[src/rtl/uart_pkg.sv]
// Shared constants and state encoding for the UART transmit arbiter.
// Frame length covers start, data, parity and stop bits plus handshake slack.
package uart_pkg;

    localparam int unsigned BIT_CYCLES = 2501;
    localparam int unsigned FRAME_BITS = 11;

    function automatic int unsigned frame_cycles(input int unsigned bit_cycles);
        return FRAME_BITS * bit_cycles + 3;
    endfunction

    localparam int unsigned FRAME_CYCLES = frame_cycles(BIT_CYCLES);

    typedef enum logic [1:0] {
        GUARD = 2'd0,
        IDLE  = 2'd1,
        SEND  = 2'd2
    } arb_state_e;

endpackage

[src/rtl/rr_arbiter4.sv]
// Four-way round-robin selector: first set request searching upward from last+1.
// Purely combinational; the caller registers the result.
module rr_arbiter4
    import uart_pkg::*;
(
    input  logic [3:0] req,
    input  logic [1:0] last,
    output logic       valid,
    output logic [1:0] idx
);

    logic [1:0] cand;

    always_comb begin
        valid = 1'b0;
        idx   = last;
        cand  = last;
        // i == 4 wraps back to last itself, so it has the lowest priority
        for (int unsigned i = 1; i <= 4; i++) begin
            cand = last + i[1:0];
            if (!valid && req[cand]) begin
                valid = 1'b1;
                idx   = cand;
            end
        end
    end

endmodule

[src/rtl/uart_tx_arbiter.sv]
// Round-robin arbiter feeding one UART transmitter; enforces a full-frame guard
// between start pulses and after reset, since the transmitter itself is never reset.
module uart_tx_arbiter #(
    parameter int unsigned N_REQ        = 4,
    parameter int unsigned BIT_CYCLES   = uart_pkg::BIT_CYCLES,
    parameter int unsigned FRAME_CYCLES = uart_pkg::frame_cycles(BIT_CYCLES)
) (
    input  logic                 clk,
    input  logic                 rst_n,
    input  logic [N_REQ-1:0]     req,
    input  logic [8*N_REQ-1:0]   req_data,
    output logic [N_REQ-1:0]     grant,
    output logic                 tx_start,
    output logic [7:0]           tx_data,
    output logic                 busy,
    output logic [1:0]           owner
);

    import uart_pkg::*;

    localparam int unsigned       TIMER_W    = $clog2(FRAME_CYCLES);
    localparam logic [TIMER_W-1:0] TIMER_LAST = TIMER_W'(FRAME_CYCLES - 1);

    arb_state_e         state_q, state_d;
    logic [TIMER_W-1:0] timer_q, timer_d;
    logic [N_REQ-1:0]   grant_d;
    logic               tx_start_d;
    logic [7:0]         tx_data_d;
    logic [1:0]         owner_d;
    logic               busy_d;

    logic               arb_valid;
    logic [1:0]         arb_idx;

    rr_arbiter4 u_rr (
        .req   (req),
        .last  (owner),
        .valid (arb_valid),
        .idx   (arb_idx)
    );

    always_ff @(posedge clk or negedge rst_n) begin
        if (!rst_n) begin
            state_q  <= GUARD;
            timer_q  <= '0;
            grant    <= '0;
            tx_start <= 1'b0;
            tx_data  <= 8'hFF;
            owner    <= 2'd3;
            busy     <= 1'b1;
        end else begin
            state_q  <= state_d;
            timer_q  <= timer_d;
            grant    <= grant_d;
            tx_start <= tx_start_d;
            tx_data  <= tx_data_d;
            owner    <= owner_d;
            busy     <= busy_d;
        end
    end

    always_comb begin
        state_d    = state_q;
        timer_d    = timer_q;
        grant_d    = '0;
        tx_start_d = 1'b0;
        tx_data_d  = tx_data;
        owner_d    = owner;

        case (state_q)
            GUARD, SEND: begin
                if (timer_q == TIMER_LAST) begin
                    state_d = IDLE;
                    timer_d = '0;
                end else if (timer_q != '1) begin
                    timer_d = timer_q + 1'b1;
                end
            end
            IDLE: begin
                // Data is captured only here, on the accepting edge
                if (arb_valid) begin
                    state_d          = SEND;
                    timer_d          = '0;
                    grant_d[arb_idx] = 1'b1;
                    tx_start_d       = 1'b1;
                    tx_data_d        = req_data[{arb_idx, 3'b000} +: 8];
                    owner_d          = arb_idx;
                end
            end
            default: begin
                state_d = GUARD;
                timer_d = '0;
            end
        endcase

        busy_d = (state_d != IDLE);
    end

endmodule

[config.mk]
export PLATFORM = sky130hd
export DESIGN_NAME = uart_tx_arbiter
export DESIGN_NICKNAME = d
export VERILOG_FILES = /design/src/rtl/uart_pkg.sv /design/src/rtl/rr_arbiter4.sv /design/src/rtl/uart_tx_arbiter.sv
export SDC_FILE = /design/constraint.sdc
export NUM_CORES = 1
export LEC_CHECK = 0
export BUFFER_PORTS_ARGS = -buffer_cell sky130_fd_sc_hd__buf_2
export CORE_MARGIN = 4
export CORE_UTILIZATION = 45
export DETAILED_ROUTE_END_ITERATION = 7
export PLACE_DENSITY = 0.71
export SYNTH_ARGS = -nofsm -noshare
export SYNTH_HDL_FRONTEND = slang
export SYNTH_HIERARCHICAL = 1
export SYNTH_SLANG_ARGS = --single-unit
export TNS_END_PERCENT = 50
[constraint.sdc]
create_clock -name clk -period 2.35 [get_ports clk]
set_input_delay 0.235 -clock clk [delete_from_list [all_inputs] [get_ports clk]]
set_output_delay 0.235 -clock clk [all_outputs]
set_load 0.02 [all_outputs]
---- Yosys cells after proc, flatten, opt, wreduce, memory -nomap -nowiden ----
Cells that the tools add are included.
operators by class
  add/sub/neg operators ................... 4
  multiply operators ...................... 0
  divide/modulo/power cells ............... 0
  magnitude comparators ................... 6
  eq/ne operators ......................... 7
  shift-type cells ........................ 1
  muxes and demuxes ....................... 29
  bitwise logic cells ..................... 0
  reduce and logical (&&, ||, !) cells .... 11
operators by type and width
  kind                                                                           count
  15-bit 2-to-1 mux                                                              3
  32-bit by 6-bit indexed part select with 8-bit output                          1
  15-bit one-hot mux with 2 select lines                                         1
  15-bit by 1-bit adder with 15-bit output (second input constant)               1
  15-bit == test (second input constant)                                         1
  2-bit by 3-bit less-than comparator with 1-bit output (second input constant)  5
  15-bit != test (second input constant)                                         1
  2-bit 2-to-1 mux                                                               6
  1-bit 2-to-1 mux                                                               11
  1-bit binary-select mux with 2-bit select                                      4
  4-bit 2-to-1 mux                                                               2
  2-bit adder (second input constant)                                            2
  1-bit logical AND                                                              4
  2-bit one-hot mux with 2 select lines                                          1
  2-bit AND reduction                                                            2
  1-bit zero test                                                                3
  3-bit != test (second input constant)                                          1
  2-bit by 1-bit adder with 2-bit output (second input constant)                 1
  1-bit demux with 2-bit select                                                  1
  2-bit by 1-bit == test with 1-bit output (second input constant)               1
  2-bit == test (second input constant)                                          1
  2-bit by 1-bit >= comparator with 1-bit output (second input constant)         1
  2-bit zero test                                                                1
  2-bit by 1-bit != test with 1-bit output (second input constant)               1
  2 further kinds                                                                2
word-level totals
  flip-flop bits (word level) ............. 33
  bits in latches ......................... 0
  RAM bits ................................ 0
  ROM bits ................................ 0
  output and inout bits ................... 16
  memories ................................ 0

---- Longest topological paths before layout ----
Gate-level depths: netlist of run 1.
  depth after elaboration ................. 19
  depth in mapped cells ................... 7

---- Hierarchy ----
The synthesis of run 1 kept the hierarchy.
modules (own cells, without submodules)
  module           times used  cells an instance  area an instance (um^2)  sequential area each (um^2)
  uart_tx_arbiter  1           178                1789.2                   839.6
  rr_arbiter4      1           14                 82.6                     0.0

---- Worst setup path after synthesis of run 1 ----
OpenSTA, ideal clock, no wires.
  path kind ............................... register to register
  from .................................... reg owner[1]
  to ...................................... reg tx_data[2]
  data arrival time ....................... 1.932 ns
  required time ........................... 2.274 ns
  path slack .............................. 0.342 ns
  cell stages (with the launch flop) ...... 8
  buffers on the path ..................... 1
  clock period less this slack ............ 2.008 ns
  path through ............................ dfstp_2 -> mux2i_1 -> nor2_1 -> a221o_1 -> buf_2 -> mux4_2 -> nand2_1 -> nand2_1
between the ends
  longest elaborated chain between the ends .. 14
  elaborated cells on any way between the ends .. 27
ends and longest elaborated chain
  element                                                  RTL line               RTL
  start: declaration                                       uart_tx_arbiter.sv:16  output logic [1:0] owner
  start signal: assignment                                 uart_tx_arbiter.sv:57  owner <= owner_d;
  2-bit by 1-bit adder with 2-bit output                   rr_arbiter4.sv:20      cand = last + i[1:0];
  1-bit binary-select mux with 2-bit select                rr_arbiter4.sv:21      if (!valid && req[cand]) begin
  1-bit 2-to-1 mux (not written as such)                   rr_arbiter4.sv:21
  1-bit 2-to-1 mux                                         rr_arbiter4.sv:21
  1-bit zero test                                          rr_arbiter4.sv:21
  1-bit logical AND                                        rr_arbiter4.sv:21
  1-bit 2-to-1 mux                                         rr_arbiter4.sv:21
  1-bit zero test                                          rr_arbiter4.sv:21
  1-bit logical AND                                        rr_arbiter4.sv:21
  1-bit 2-to-1 mux                                         rr_arbiter4.sv:21
  1-bit zero test                                          rr_arbiter4.sv:21
  1-bit logical AND                                        rr_arbiter4.sv:21
  2-bit 2-to-1 mux *                                       rr_arbiter4.sv:21
  named net arb_idx[0]                                     uart_tx_arbiter.sv:33  logic [1:0] arb_idx;
  32-bit by 6-bit indexed part select with 8-bit output *  uart_tx_arbiter.sv:86  tx_data_d = req_data[{arb_idx, 3'b000} +: 8];
  end signal: assignment                                   uart_tx_arbiter.sv:56  tx_data <= tx_data_d;
  end: declaration                                         uart_tx_arbiter.sv:14  output logic [7:0] tx_data,
Mark *: on every way through the listed nets, which the timed path passes. The rest lies on a longest branch. The select of a mux whose other input is x is not followed.
A chain may end at the register's enable or synchronous reset.

---- Worst setup path in the final report of run 1 ----
  from .................................... reg owner[1]
  to ...................................... reg tx_data[6]
Same word-level chain as after synthesis.

==> out/results.tsv, run 1 <==
metric	value	unit
cts bufs inserted	5	
Synth Flop Type	dfrtp_1	
commonest cells after routing, fill and taps aside	buf_2 (53), nand2_1 (37), dfrtp_1 (22)	
unrepaired setup endpoints after global routing	no	
CTS tree	built	
Root Driver	clkbuf_8	
final WL	4470	um
area of the multi-input gates	965	um^2
Tot Pwr	1.08	mW
CTS Hold Bufs	0	
Pleak	1.05	nW
synth unique cells	43	
Syn Std Cell Area	1870	um^2
post-route DRC violation count	0	
initial core utilization	46.8	%
Post-Place Cells	293	
DR WL/cell	14.8	um
Vias	1709	
Worst setup EP type	flip-flop	
layout cells sized above 1	35.9	%
buffers added on ports	53	
Die X	72.5	um
Chip Height	72.5	um
first-pass GRT wire length	7270	um
vias per cell	5.68	
Post-DP Area	2210	um^2
Core Region	4000	um^2
worst slew pin tran	0.726	ns
min cycle time layout	2.18	ns
outcome	complete, but fails checks	
slew margin rel.	51.6	%
GRT Util Overall	17.8	%
Critical Path RT	2.57	ns
PD cells	470	nW/um^2
Yosys warnings	6	
failing checks	hold timing	
Clock transition at path regs	0.07	ns
Slew Limit Fails	0	
Startpoint Class	flip-flop	
endpoints failing hold	1	
syn nets	232	
GP Congestion	0.862	
number of flops mapped to enable cells by yosys	0	
Max-Cap Viols	0	
endpoints failing setup	0	
Nets	290	
Post-Synthesis Cells	192	
number of global-route vias before repair	1551	
largest net degree at the start of global routing	34	
non-filler instance count after layout	301	
antenna violation net count after detailed routing	0	
Syn-to-layout area delta	22.3	%
final instance area	2290	um^2
asr flop ratio synth	100	%
VDD IR max	0.000227	V
CP max FO	12	
Fin Setup TNS	0	ns
worst r2r path cells	5	
commonest non-fill, non-tap cell in the layout	buf_2	
Worst Skew	0.00732	ns
post-CTS sizing	0	
initial antenna violation count	0	
register area	840	um^2
CTS Buffer Depth	2	
io pins	54	
post-DP HPWL	3250	um
arrival time worst endpoint	2.40	ns
post-synthesis sequential area ratio	44.9	%
DRT iter0 DRCs	140	
Post-Syn Area per Cell	9.75	um^2
H-tree depth	2	
drt pass-1 iters	6	
Hold Path Class	in -> async	
row count	23	
grt ovf	0	
ant diodes	0	
postcts setup bufs	0	
filler instances	379	
period utilization	92.6	%
Crit Path Category	reg -> reg	
# clock sinks	33	
clock latency on the worst-skew pair	0.29	ns
die footprint	5260	um^2
Finished Core Util	57.2	%
final hold slack	-0.00125	ns
FF+latch count, synth	33	
fmax	459	MHz
flip-flops by register name (all words and copies together) (netlist names):
name      count
tx_data       8
state_q       2
tx_start      1
timer_q      15
owner         2
busy          1
grant         4
power by group:
part	total (mW)	switching (mW)	internal (mW)	leakage, nW
clock network	0.420	0.215	0.205	0.0450
logic	0.0875	0.0371	0.0504	0.595
registers	0.569	0	0.569	0.411
area by class of cell:
class	count	area share, %
Tap cell	50	2.73
Sequential cell	33	36.7
Clock buffer	6	3.17
Multi-Input combinational cell	142	42.1
Inverter	10	1.64
Timing Repair Buffer	58	13.2
Clock inverter	2	0.437
cell usage after synthesis, types with 2 or more instances:
| master | number | area (um^2) |
|---|---|---|
| mux4_2 | 8 | 180 |
| nand4_1 | 5 | 31.3 |
| o22ai_1 | 2 | 12.5 |
| mux2i_1 | 2 | 20.0 |
| o31ai_1 | 3 | 22.5 |
| nor3_1 | 5 | 25.0 |
| buf_2 | 3 | 15.0 |
| and4_1 | 2 | 17.5 |
| o21ai_0 | 4 | 20.0 |
| nor3b_1 | 2 | 15.0 |
| o41ai_1 | 2 | 17.5 |
| and3_1 | 4 | 25.0 |
| o211ai_1 | 3 | 22.5 |
| or4_1 | 2 | 15.0 |
| nor2_1 | 13 | 48.8 |
| dfrtp_1 | 22 | 551 |
| clkbuf_1 | 3 | 11.3 |
| dfstp_2 | 11 | 289 |
| ha_1 | 2 | 25.0 |
| nand2_1 | 37 | 139 |
| nand3_1 | 5 | 25.0 |
| a31oi_1 | 10 | 62.6 |
| o21ai_1 | 2 | 10.0 |
| and2_1 | 2 | 12.5 |
| a21oi_1 | 11 | 55.1 |
| inv_1 | 10 | 37.5 |
routing by layer:
layer  vias to the layer above  global-route usage, %  wire length, um
met2                        42                   28.7             2290
met1                       833                   23.8             1980
met5                         -                      0                0
met4                         0                   5.94               46
met3                         4                   4.02              147
li1                        830                      -                -
final timing paths:
kind	slack, ns	startpoint	endpoint
worst min-delay path	-0.001	rst_n	grant[1]
worst max-delay path	0.17	owner[1]	tx_data[6]
worst max register to register	0.17	owner[1]	tx_data[6]
worst min register to register	0.45	tx_data[7]	tx_data[7]
min in group clk	0.35	req_data[1]	tx_data[1]
max in group asynchronous	1.88	rst_n	timer_q[5]
metrics by stage:
stage                     hold slack, ns  worst slack, ns
after floorplan                  -0.0606            0.342
after global routing              0.0524          0.00215
final                           -0.00125            0.173
after CTS                         0.0277            0.151
after global placement             0.330            0.230
after detailed placement           0.339            0.172
logic make-up after synthesis:
logic type / synth area share [%]
mux: 10.7
buf+inv: 3.61
flops: 44.9
compound gates: 15.6
simple gates: 23.9
fa+ha+maj: 1.34
critical path, stage by stage (launching register included):
cell	delay, ns
dfstp_2	0.61
nor2b_1	0.17
a221o_1	0.58
mux4_2	0.59
nand2_1	0.09
nand2_1	0.05
(Power assumes the default switching activity.)
==> run 2, diff against run 1 <==
Settings changed: CAP_MARGIN from default to 20, CORE_UTILIZATION 45 to 40, PLACE_DENSITY 0.71 to default.
==> run 2 against run 1 <==
Against the previous run:
- the flow now finishes without violations
- sequential share of layout area down 0.69 points
- register-to-register slack better by 0.06 ns
- via count down 2.0%
- critical path depth up 1
- non-clock buffer count up 1
- maximum frequency up 2.8%
- sequential power about the same
- cell count up 1.0%
- clock skew down 0.0038 ns
- clock power up 30%
==> out/results.tsv, run 2 (synthesis gave the netlist of run 1 again) <==
metric	value	unit
post-route DRC violation count	0	
CTS Buffer Depth	2	
layout cells sized above 1	36.1	%
Fin Setup TNS	0	ns
worst setup path startpoint	owner[0]	
worst slew pin tran	0.722	ns
ant diodes	0	
Hold Path Class	in -> async	
Startpoint Class	flip-flop	
CP max FO	10	
Crit path top cell by count	nand2_1	
Clock transition at path regs	0.07	ns
worst r2r src	owner[0]	
post-CTS sizing	0	
endpoints failing setup	0	
unrepaired setup endpoints after global routing	no	
final instance area	2330	um^2
number of global-route vias before repair	1673	
initial antenna violation count	0	
Pleak	1.07	nW
VDD IR max	0.000250	V
endpoints failing hold	0	
filler instances	415	
Post-Place Cells	295	
DRT iter0 DRCs	81	
critical-path cell with the highest stage delay	dfstp_2	
io pins	54	
outcome	completed	
Crit path depth	6	
Critical Path RT	2.56	ns
Die X	76.4	um
postcts setup bufs	0	
Max-Cap Viols	0	
CTS Hold Bufs	0	
cts bufs inserted	5	
vias per cell	5.51	
area of the multi-input gates	965	um^2
grt ovf	0	
Worst Skew	0.00355	ns
row count	24	
post-DP HPWL	3430	um
non-filler instance count after layout	304	
commonest non-fill, non-tap cell in the layout	buf_2	
GP Congestion	0.841	
largest net degree at the start of global routing	34	
Post-DP Area	2210	um^2
Buf+Inv Stages, Crit Path	1	
worst r2r path cells	6	
final WL	4660	um
slew margin rel.	51.9	%
DR WL/cell	15.3	um
Crit Path Category	reg -> reg	
Vias	1675	
arrival time worst endpoint	2.33	ns
Root Driver	clkbuf_8	
die footprint	5840	um^2
Reg with most FFs	timer_q	
drt pass-1 iters	4	
Chip Height	76.4	um
Slew Limit Fails	0	
register area	840	um^2
period utilization	90.1	%
crit-path leading delay family	compound AO/OA/AOI/OAI gates	
min cycle time layout	2.12	ns
H-tree depth	2	
# clock sinks	33	
Syn-to-layout area delta	24.7	%
clock latency on the worst-skew pair	0.28	ns
antenna violation net count after detailed routing	0	
CP peak stage delay	0.57	ns
critical path, cell by cell	inv_1, o22ai_1, a221o_1, mux4_2, nand2_1, nand2_1	
Top Registers	timer_q x15, tx_data x8, grant x4	
first-pass GRT wire length	7950	um
Worst setup EP type	flip-flop	
final hold slack	0.00989	ns
fmax	472	MHz
commonest cells after routing, fill and taps aside	buf_2 (53), nand2_1 (37), dfrtp_1 (22)	
GRT Util Overall	16.9	%
initial core utilization	42.1	%
Core Region	4440	um^2
buffers added on ports	53	
max reg flops	15	
PD cells	515	nW/um^2
CTS tree	built	
Nets	291	
[run 2: area by class of cell]
class	count	share of cell area, %
clock buffers	7	3.70
clock inverters	1	1.29
inverters	10	1.61
multi-input cells	142	41.3
flip-flops and latches	33	36.0
well taps	52	2.79
repair buffers	59	13.3
[run 2: metrics by stage]
stage | util (%) | power (mW) | worst slack [ns]
finish | 52.5 | 1.20 | 0.232
global placement | 49.7 | 0.667 | 0.247
global route | 52.5 | 1.26 | 0.0661
CTS | 52.3 | 1.22 | 0.162
floorplan | - | 0.621 | 0.342
detailed placement | 49.7 | 0.668 | 0.171
[run 2: path summary, 6_finish.rpt]
kind	endpoint	slack, ns
setup reg to reg	tx_data[5]	0.23
min in group clk	tx_data[2]	0.36
max in group asynchronous	timer_q[4]	1.87
hold / removal	timer_q[9]	0.01
setup / recovery	tx_data[5]	0.23
hold reg to reg	tx_data[6]	0.46
[run 2: where the power goes]
group / total, mW / switching [mW] / internal [mW]
Sequential: 0.569 / 0 / 0.569
Clock: 0.545 / 0.199 / 0.346
Combinational: 0.0888 / 0.0371 / 0.0516
Total: 1.20 / 0.236 / 0.966
[run 2: layer usage]
| metal | routed length (um) | global-route usage, % | vias to the layer above |
|---|---|---|---|
| met3 | 208 | 4.14 | 6 |
| met1 | 2160 | 22.3 | 786 |
| li1 | - | - | 832 |
| met5 | 0 | 0 | - |
| met4 | 82 | 6.70 | 0 |
| met2 | 2200 | 26.5 | 51 |
